## config.mk

```make
export PLATFORM = sky130hd
export DESIGN_NAME = tt_um_moving_average_master
export DESIGN_NICKNAME = d
export VERILOG_FILES = /design/src/rtl/tt_um_moving_average_master_pkg.sv /design/src/rtl/moving_average_core.sv /design/src/rtl/tt_um_moving_average_master.sv
export SDC_FILE = /design/constraint.sdc
export NUM_CORES = 1
export LEC_CHECK = 0
export BUFFER_PORTS_ARGS = -buffer_cell sky130_fd_sc_hd__clkbuf_2
export CAP_MARGIN = 20
export CORE_UTILIZATION = 55
export DETAILED_ROUTE_END_ITERATION = 8
export GPL_ROUTABILITY_DRIVEN = 0
export PLACE_DENSITY_LB_ADDON = 0.3
export SLEW_MARGIN = 5
export SYNTH_ARGS = -nofsm -noshare
export SYNTH_HDL_FRONTEND = slang
export SYNTH_SLANG_ARGS = --single-unit
```

## constraint.sdc

```tcl
create_clock -name clk -period 18.5 [get_ports clk]
set_input_delay 3.7 -clock clk [delete_from_list [all_inputs] [get_ports clk]]
set_output_delay 3.7 -clock clk [all_outputs]
set_load 0.005 [all_outputs]
```

## src/rtl/tt_um_moving_average_master_pkg.sv

```systemverilog
// Shared constants for the moving-average tile.
// Contents: data/sum widths, history depth, filter_select encoding and
// helpers that turn a filter_select code into a window length and shift.
package tt_um_moving_average_master_pkg;

  localparam int unsigned DATA_W   = 10;
  localparam int unsigned MAX_TAPS = 16;
  localparam int unsigned SUM_W    = 14;

  typedef enum logic [1:0] {
    SelTaps2  = 2'b00,
    SelTaps4  = 2'b01,
    SelTaps8  = 2'b10,
    SelTaps16 = 2'b11
  } filter_sel_e;

  // Window length: 2, 4, 8 or 16.
  function automatic logic [4:0] sel_taps(input logic [1:0] sel);
    return 5'd2 << sel;
  endfunction

  // log2 of the window length, used to divide the sum.
  function automatic logic [2:0] sel_shift(input logic [1:0] sel);
    return {1'b0, sel} + 3'd1;
  endfunction

endpackage

```

## src/rtl/moving_average_core.sv

```systemverilog
// Moving-average filter core: 16-entry sample history, masked adder and
// registered output with a one-cycle result strobe.
// Ports:
//   i_clk     clock, rising edge
//   i_rst_n   synchronous active-low reset
//   i_strobe  capture i_sample into the history this cycle
//   i_sample  sample value
//   i_sel     filter_select (window length 2/4/8/16)
//   o_data    latest average, held between strobes
//   o_strobe  one-cycle pulse when o_data has just been updated
module moving_average_core #(
  parameter int unsigned DATA_W   = tt_um_moving_average_master_pkg::DATA_W,
  parameter int unsigned MAX_TAPS = tt_um_moving_average_master_pkg::MAX_TAPS
) (
  input  logic              i_clk,
  input  logic              i_rst_n,
  input  logic              i_strobe,
  input  logic [DATA_W-1:0] i_sample,
  input  logic [1:0]        i_sel,
  output logic [DATA_W-1:0] o_data,
  output logic              o_strobe
);

  import tt_um_moving_average_master_pkg::*;

  logic [DATA_W-1:0] r_hist [MAX_TAPS];
  logic              r_pending;
  logic [DATA_W-1:0] r_data;
  logic              r_strobe;

  logic [4:0]        w_taps;
  logic [2:0]        w_shift;
  logic [SUM_W-1:0]  w_sum;
  logic [SUM_W-1:0]  w_avg;

  assign w_taps  = sel_taps(i_sel);
  assign w_shift = sel_shift(i_sel);

  // Sum only the newest w_taps entries; r_hist[0] is the newest sample.
  always_comb begin
    w_sum = '0;
    for (int i = 0; i < MAX_TAPS; i++) begin
      if (5'(i) < w_taps) begin
        w_sum = w_sum + SUM_W'(r_hist[i]);
      end
    end
  end

  assign w_avg = w_sum >> w_shift;

  always_ff @(posedge i_clk) begin
    if (!i_rst_n) begin
      for (int i = 0; i < MAX_TAPS; i++) begin
        r_hist[i] <= '0;
      end
    end else if (i_strobe) begin
      r_hist[0] <= i_sample;
      for (int i = 1; i < MAX_TAPS; i++) begin
        r_hist[i] <= r_hist[i-1];
      end
    end
  end

  // The average is taken one edge after capture so the new sample is in the
  // history; filter_select is therefore sampled at that later edge.
  always_ff @(posedge i_clk) begin
    if (!i_rst_n) begin
      r_pending <= 1'b0;
      r_data    <= '0;
      r_strobe  <= 1'b0;
    end else begin
      r_pending <= i_strobe;
      r_strobe  <= r_pending;
      if (r_pending) begin
        r_data <= w_avg[DATA_W-1:0];
      end
    end
  end

  assign o_data   = r_data;
  assign o_strobe = r_strobe;

endmodule

```

## src/rtl/tt_um_moving_average_master.sv

```systemverilog
// Tiny Tapeout wrapper for the moving-average filter. Maps pins onto
// moving_average_core and drives constant output enables.
// Ports:
//   clk, rst_n  clock and synchronous active-low reset
//   ena         tile enable (unused)
//   ui_in       sample[7:0]
//   uio_in      [7:6] filter_select, [3:2] sample[9:8], [0] strobe_in
//   uo_out      average[7:0]
//   uio_out     [5:4] average[9:8], [1] strobe_out, others 0
//   uio_oe      constant 8'b0011_0010
module tt_um_moving_average_master #(
  parameter int unsigned DATA_W   = tt_um_moving_average_master_pkg::DATA_W,
  parameter int unsigned MAX_TAPS = tt_um_moving_average_master_pkg::MAX_TAPS
) (
  input  logic       clk,
  input  logic       rst_n,
  input  logic       ena,
  input  logic [7:0] ui_in,
  input  logic [7:0] uio_in,
  output logic [7:0] uo_out,
  output logic [7:0] uio_out,
  output logic [7:0] uio_oe
);

  import tt_um_moving_average_master_pkg::*;

  logic [DATA_W-1:0] w_sample;
  logic [DATA_W-1:0] w_data;
  logic              w_strobe;
  logic              w_unused;

  assign w_sample = DATA_W'({uio_in[3:2], ui_in});

  moving_average_core #(
    .DATA_W  (DATA_W),
    .MAX_TAPS(MAX_TAPS)
  ) u_core (
    .i_clk   (clk),
    .i_rst_n (rst_n),
    .i_strobe(uio_in[0]),
    .i_sample(w_sample),
    .i_sel   (uio_in[7:6]),
    .o_data  (w_data),
    .o_strobe(w_strobe)
  );

  assign uo_out  = w_data[7:0];
  assign uio_out = {2'b00, w_data[9:8], 2'b00, w_strobe, 1'b0};
  assign uio_oe  = 8'b0011_0010;

  assign w_unused = &{1'b0, ena, uio_in[5:4], uio_in[1]};

endmodule

```

Word level (Yosys, flattened, before mapping)
Memories as Yosys holds them, arrays and structs flattened.
Cells that the tools add are included.
{"block": "word_totals", "register_bits": 12, "ramBits": 160, "in_bits": 19, "out_inout_bits": 24, "mem_count": 1}
{"block": "op_classes", "addsub": 16, "order_cmp": 16, "shift": 2, "n_mux": 36, "bitwise": 16}
{"name": "u_core.r_hist", "words": 16, "word_bits": 10, "rd": 16, "rd_ports_with_merged_regs": 0, "write_ports": 16, "line": "moving_average_core.sv:26", "rtl": "logic [DATA_W-1:0] r_hist [MAX_TAPS];"}
{"cell": "$mux 14", "count": 15}
{"cell": "$add 14x10->14", "count": 14}
{"cell": "$mux 10", "count": 17}
{"cell": "$lt 4x5->1 const A", "count": 8}
{"cell": "$lt 3x5->1 const A", "count": 4}
{"cell": "$or 1x1->1", "count": 16}
{"cell": "$shr 14x3->10", "count": 1}
{"cell": "$add 10x10->11", "count": 1}
{"cell": "$lt 1x5->1 const A", "count": 2}
{"cell": "$lt 2x5->1 const A", "count": 2}
{"cell": "$shl 2x2->5 const A", "count": 1}
{"cell": "$mux 1", "count": 4}
{"cell": "$add 2x1->3 const B", "count": 1}

Depth between registers and ports, before layout
{"block": "depth", "ltp_word": 34, "ltp_mapped": 77, "depth_no_buf": 76}

Hierarchy
A second synthesis with hierarchy kept.
{"block": "hier_totals", "hier_cells": 1660, "area_unflattened_um2": 15414.8}
{"mod": "moving_average_core", "n_inst": 1, "cells_per_inst": 1644, "area_each_um2": 15302.2}
{"mod": "tt_um_moving_average_master", "n_inst": 1, "cells_per_inst": 16, "area_each_um2": 112.6}

Worst setup path before layout
No wires, ideal clock.
{"block": "synth_timing", "kind": "in2reg", "start": "input uio_in[7]", "end": "register u_core.r_data[9], in the netlist u_core.o_data[9]", "setup_ps": 125, "t_arrival_ps": 15692, "required_time_ps": 18375, "slack_ps": 2683, "cell_stages": 68, "path_cell_list": "inv_1 clkbuf_1 nand2_1 clkbuf_1 nand2_1 nand2_1 ha_1 inv_1 fa_1 a21oi_1 ha_1 a21o_1 a21o_1 xnor2_1 o21bai_1 ha_1 or3_1 a31o_2 [... 32 more ...] xnor2_1 o21ai_0 ha_1 a21boi_0 o31ai_1 ha_1 a21oi_1 xor2_1 o21ai_0 ha_1 a21boi_0 o21bai_1 nor2_1 maj3_2 a31oi_1 a31oi_1 nand4bb_1 nand3_1"}
{"block": "synth_via", "elab_chain_cells": 34, "elab_cells_between_ends": 50, "cone_classes": "add/sub (16); order compare (16); shift (2); mux (16)"}
{"item": "start, declared", "line": "tt_um_moving_average_master.sv:19", "rtl": "input logic [7:0] uio_in,"}
{"item": "$shl 2x2->5", "line": "tt_um_moving_average_master_pkg.sv:19", "rtl": "return 5'd2 << sel;"}
{"item": "$lt 1x5->1", "line": "moving_average_core.sv:43", "rtl": "if (5'(i) < w_taps) begin"}
{"item": "$mux 10", "line": "moving_average_core.sv:43"}
{"item": "$add 10x10->11", "line": "moving_average_core.sv:44", "rtl": "w_sum = w_sum + SUM_W'(r_hist[i]);"}
{"item": "$mux 14", "line": "moving_average_core.sv:43"}
{"item": "$add 14x10->14", "line": "moving_average_core.sv:44"}
{"item": "$mux 14", "line": "moving_average_core.sv:43"}
{"item": "$add 14x10->14", "line": "moving_average_core.sv:44"}
{"item": "[... 18 more ...]"}
{"item": "$mux 14", "line": "moving_average_core.sv:43"}
{"item": "$add 14x10->14", "line": "moving_average_core.sv:44"}
{"item": "$mux 14", "line": "moving_average_core.sv:43"}
{"item": "$add 14x10->14", "line": "moving_average_core.sv:44"}
{"item": "$mux 14", "line": "moving_average_core.sv:43"}
{"item": "$add 14x10->14", "line": "moving_average_core.sv:44"}
{"item": "$mux 14", "line": "moving_average_core.sv:43"}
{"item": "$shr 14x3->10 (*)", "line": "moving_average_core.sv:49", "rtl": "assign w_avg = w_sum >> w_shift;"}
{"item": "end signal, assigned", "line": "moving_average_core.sv:75", "rtl": "r_data <= w_avg[DATA_W-1:0];"}
{"item": "end, declared", "line": "moving_average_core.sv:28", "rtl": "logic [DATA_W-1:0] r_data;"}
Mark *: on every way between the ends. The rest lies on a longest branch, timed or not.
A chain may end at the register's enable or synchronous reset.

Final worst setup path
Same ends and word-level chain as after synthesis.

==> results.sh <==
export IMPL_worstHoldEndpoint="u_core.o_data[8]$_SDFFE_PN0P_"
export IMPL_fin_skew_ns=0.01360
export IMPL_p_leak_nw=7.432
export IMPL_die_w_um=169.2
export IMPL_cts_hold_buffers=0
export IMPL_num_rows=60
export IMPL_place_area_um2=15720
export IMPL_power_switching_w=0.0008999
export IMPL_status="complete, no violations"
export IMPL_dr_pass1_iters=5
export IMPL_setup_ws_ns=1.603
export IMPL_grt_first_pass_wirelength_um=57000
export IMPL_wirelength_um=34220
export IMPL_viasPerCell=5.926
export IMPL_power_frac_comb_pct=59.3
export IMPL_r2r_start="u_core.r_hist[0][10]$_SDFFCE_PN0P_"
export IMPL_tns_ns=0
export IMPL_grt_overflow_total=0
export IMPL_finalSetupViolCount=0
export IMPL_rr_endpoint="u_core.o_data[9]$_SDFFE_PN0P_"
export IMPL_n_antenna_cell=0
export IMPL_hold_viol_final=0
export IMPL_syn_avg_cell_area_um2=9.330
export IMPL_cts_made_buffers=17
export IMPL_holdPathStages=2
export IMPL_ys_types=103
export IMPL_synthesis_area_um2=15380
export IMPL_post_place_cells=1983
export IMPL_post_cts_resized=0
export IMPL_r2r_cells=71
export IMPL_syn_inst=1648
export IMPL_endpoint_kind="flop"
export IMPL_synthToLayoutAreaGrowth_pct=6.339
export IMPL_dieArea_um2=28630
export IMPL_clock_tree_root_cell="clkbuf_16"
export IMPL_antenna_found_initial=1
export IMPL_clock_latency_ns=0.44
export IMPL_cts_setup_buffers=0
export IMPL_min_delay_start="u_core.o_data[8]$_SDFFE_PN0P_"
export IMPL_p_int_w=0.001219
export IMPL_maxCapViolations=0
export IMPL_grt_max_degree=107
export IMPL_synth_warnings=0
export IMPL_cts_tree="done"
export IMPL_fillers=2296
export IMPL_start_kind="input port"
export IMPL_core_um2=27180
export IMPL_cpMaxStageDelayCell="nor2_2"
export IMPL_worstMarginPinSlew_ns=1.076
export IMPL_pin_count=43
export IMPL_fmax_mhz=59.18
export IMPL_initial_utilization_pct=56.58
export IMPL_drt_initial_drc_count=870
export IMPL_cts_reportedPaths_clkPinSlew_ns=0.08
export IMPL_cts_num_sinks=172
export IMPL_cpMostUsedCell="ha_1"
export IMPL_vdd_drop_max_mv=0.08423
export IMPL_num_vias=11940
export IMPL_ys_seq_area_share_pct=32.81
export IMPL_htree_levels=4
export IMPL_grt_pass1_vias=12148
export IMPL_post_dp_hpwl_um=24020
export IMPL_stdcell_area_um2=16350
export IMPL_synth_edf_count=160
export IMPL_synth_seq_cells=172
export IMPL_arrival_ns=17.23
export IMPL_power_share_sequential_pct=22.2
export IMPL_grt_usage_pct=24.56
export IMPL_wl_per_cell_um=16.98
export IMPL_rsz0062_at_grt="false"
export IMPL_worst_slew_margin_rel_pct=26.42
export IMPL_numPortBuffers=25
export IMPL_ant_nets=0
export IMPL_worst_r2r_setup_slack_ns=3.48
export IMPL_cp_max_fo=18
export IMPL_power_density_nw_per_um2=129.6
export IMPL_fin_crit_ns=16.90
export IMPL_clkPwrFrac_pct=18.5
export IMPL_path_class="in2reg"
export IMPL_final_cells=2015
export IMPL_die_height_um=169.2
export IMPL_nets=1813
export IMPL_drc_errors=0
export IMPL_netSwitchingFraction_pct=42.47
export IMPL_hold_path_class="reg2reg"
export IMPL_required_ns=18.83
export IMPL_drv_slew=0
export IMPL_cts_max_path_buffers=2
export IMPL_drive_above_1_share_pct=8.034
export IMPL_pre_cts_slack_ns=1.255
export IMPL_synthArstFlopShare_pct=0
export IMPL_synth_flop_cell="edfxtp_1"
export IMPL_critPathMaxStageDelay_ns=0.58
export IMPL_fin_util_pct=60.17
export IMPL_finalCritPeriodShare_pct=91.34
state kept, by name (all words and copies together), names as in the netlist:
| name | flops |
|---|---|
| u_core.o_data | 10 |
| u_core.r_pending | 1 |
| u_core.o_strobe | 1 |
| u_core.r_hist | 160 |
stage by stage:
stage          hold WS (ns)  total power, W
2_1_floorplan        0.4633        0.001489
5_1_grt              0.5013        0.002290
3_5_place_dp         0.4599        0.001719
6_report             0.4752        0.002119
4_1_cts              0.4725        0.002121
3_3_place_gp         0.4571        0.001681
worst max-delay path by stage:
stage / cells past startpoint / startpoint / slack [ns] / end
after global routing: 67 / uio_in[7] / 0.35 / u_core.o_data[9]$_SDFFE_PN0P_
after floorplan: 68 / uio_in[7] / 2.68 / u_core.o_data[9]$_SDFFE_PN0P_
after global placement: 67 / uio_in[7] / 1.50 / u_core.o_data[9]$_SDFFE_PN0P_
final: 67 / uio_in[7] / 1.60 / u_core.o_data[9]$_SDFFE_PN0P_
after CTS: 67 / uio_in[7] / 1.60 / u_core.o_data[9]$_SDFFE_PN0P_
after detailed placement: 67 / uio_in[7] / 1.26 / u_core.o_data[9]$_SDFFE_PN0P_
synthesized netlist by cell type (all sizes together), types with 5 or more instances:
master | number | share of area [%]
nand2b | 24 | 0.98
o31ai | 13 | 0.70
nand4 | 6 | 0.24
nor4 | 5 | 0.30
o211ai | 12 | 0.59
nor2 | 91 | 2.2
or3 | 10 | 0.41
a31oi | 10 | 0.49
nand2 | 90 | 2.2
o21bai | 19 | 0.93
edfxtp | 160 | 31
o21a | 26 | 1.3
o211a | 5 | 0.37
xnor2 | 93 | 5.6
buf | 27 | 1.1
o21ai | 127 | 4.2
o22ai | 5 | 0.20
a31o | 11 | 0.63
nor2b | 24 | 1.0
ha | 149 | 12
xor2 | 40 | 2.5
fa | 15 | 2.0
a21boi | 12 | 0.59
nor3 | 23 | 0.85
and3 | 106 | 4.3
dfxtp | 12 | 1.6
a21oi | 117 | 3.9
inv | 101 | 2.5
and2 | 77 | 3.1
mux2i | 16 | 1.1
a21o | 62 | 3.0
a211oi | 11 | 0.54
nand3 | 24 | 0.78
clkbuf | 59 | 1.4
xnor3 | 5 | 0.75
worst max-delay path, delay by kind of cell:
kind | cells | cell delay, ns
buf+inv | 3 | 0.30
simple gates | 15 | 2.15
xor+xnor | 8 | 1.22
fa+ha+maj | 14 | 4.70
compound gates | 27 | 5.11
cells in the final DEF (no fill, tap or decap), types with 11 or more instances in the layout:
| master | n |
|---|---|
| dfxtp_1 | 12 |
| edfxtp_1 | 160 |
| buf_4 | 14 |
| nand2_1 | 88 |
| nand2b_1 | 23 |
| and3_1 | 106 |
| o21bai_1 | 19 |
| mux2i_1 | 15 |
| nor2_1 | 90 |
| xnor2_1 | 88 |
| clkbuf_2 | 24 |
| a31o_2 | 11 |
| a21oi_1 | 115 |
| clkbuf_16 | 17 |
| o21a_1 | 25 |
| nor2b_1 | 23 |
| conb_1 | 13 |
| inv_1 | 101 |
| a21boi_0 | 12 |
| ha_1 | 149 |
| a21o_1 | 62 |
| nor3_1 | 20 |
| fa_1 | 15 |
| xor2_1 | 37 |
| nand3_1 | 24 |
| and2_1 | 76 |
| o31ai_1 | 11 |
| o211ai_1 | 12 |
| a211oi_1 | 11 |
| o21ai_0 | 115 |
cells by family after synthesis:
family | count (synthesis) | synth area share, %
flip-flops | 172 | 32.81
AO/OA/AOI/OAI | 468 | 20.08
AND/OR/NAND/NOR | 495 | 17.34
buffers and inverters | 187 | 5.029
other | 2 | 0.04884
adder cells (fa/ha/maj) | 165 | 14.15
XOR/XNOR | 138 | 8.862
multiplexers | 21 | 1.676
area by class of cell:
cell class	instances	area, um^2	area share [%]
repair buffers	38	225.2	1.377
flip-flops and latches	172	5045	30.85
inverters	101	379.1	2.319
multi-input cells	1300	9609	58.77
clock buffers	17	425.4	2.602
clock inverters	15	201.4	1.232
well taps	372	465.4	2.847
power groups by stage:
stage	clock network [W]	registers, W	logic [W]
final	0.000392	0.000470	0.00126
after global routing	0.000411	0.000474	0.00141
after CTS	0.000398	0.000470	0.00125
after detailed placement	0	0.000479	0.00124
after global placement	0	0.000477	0.00120
after floorplan	0	0.000477	0.00101
routing by layer:
layer	global-route usage [%]	vias to the layer above	routed length, um
met5	0	-	13
met4	8.343	2	825
met3	3.288	58	1146
met2	44.98	249	17490
met1	29.47	5714	14750
li1	-	5917	-
Power figures use the tool's default switching activity.
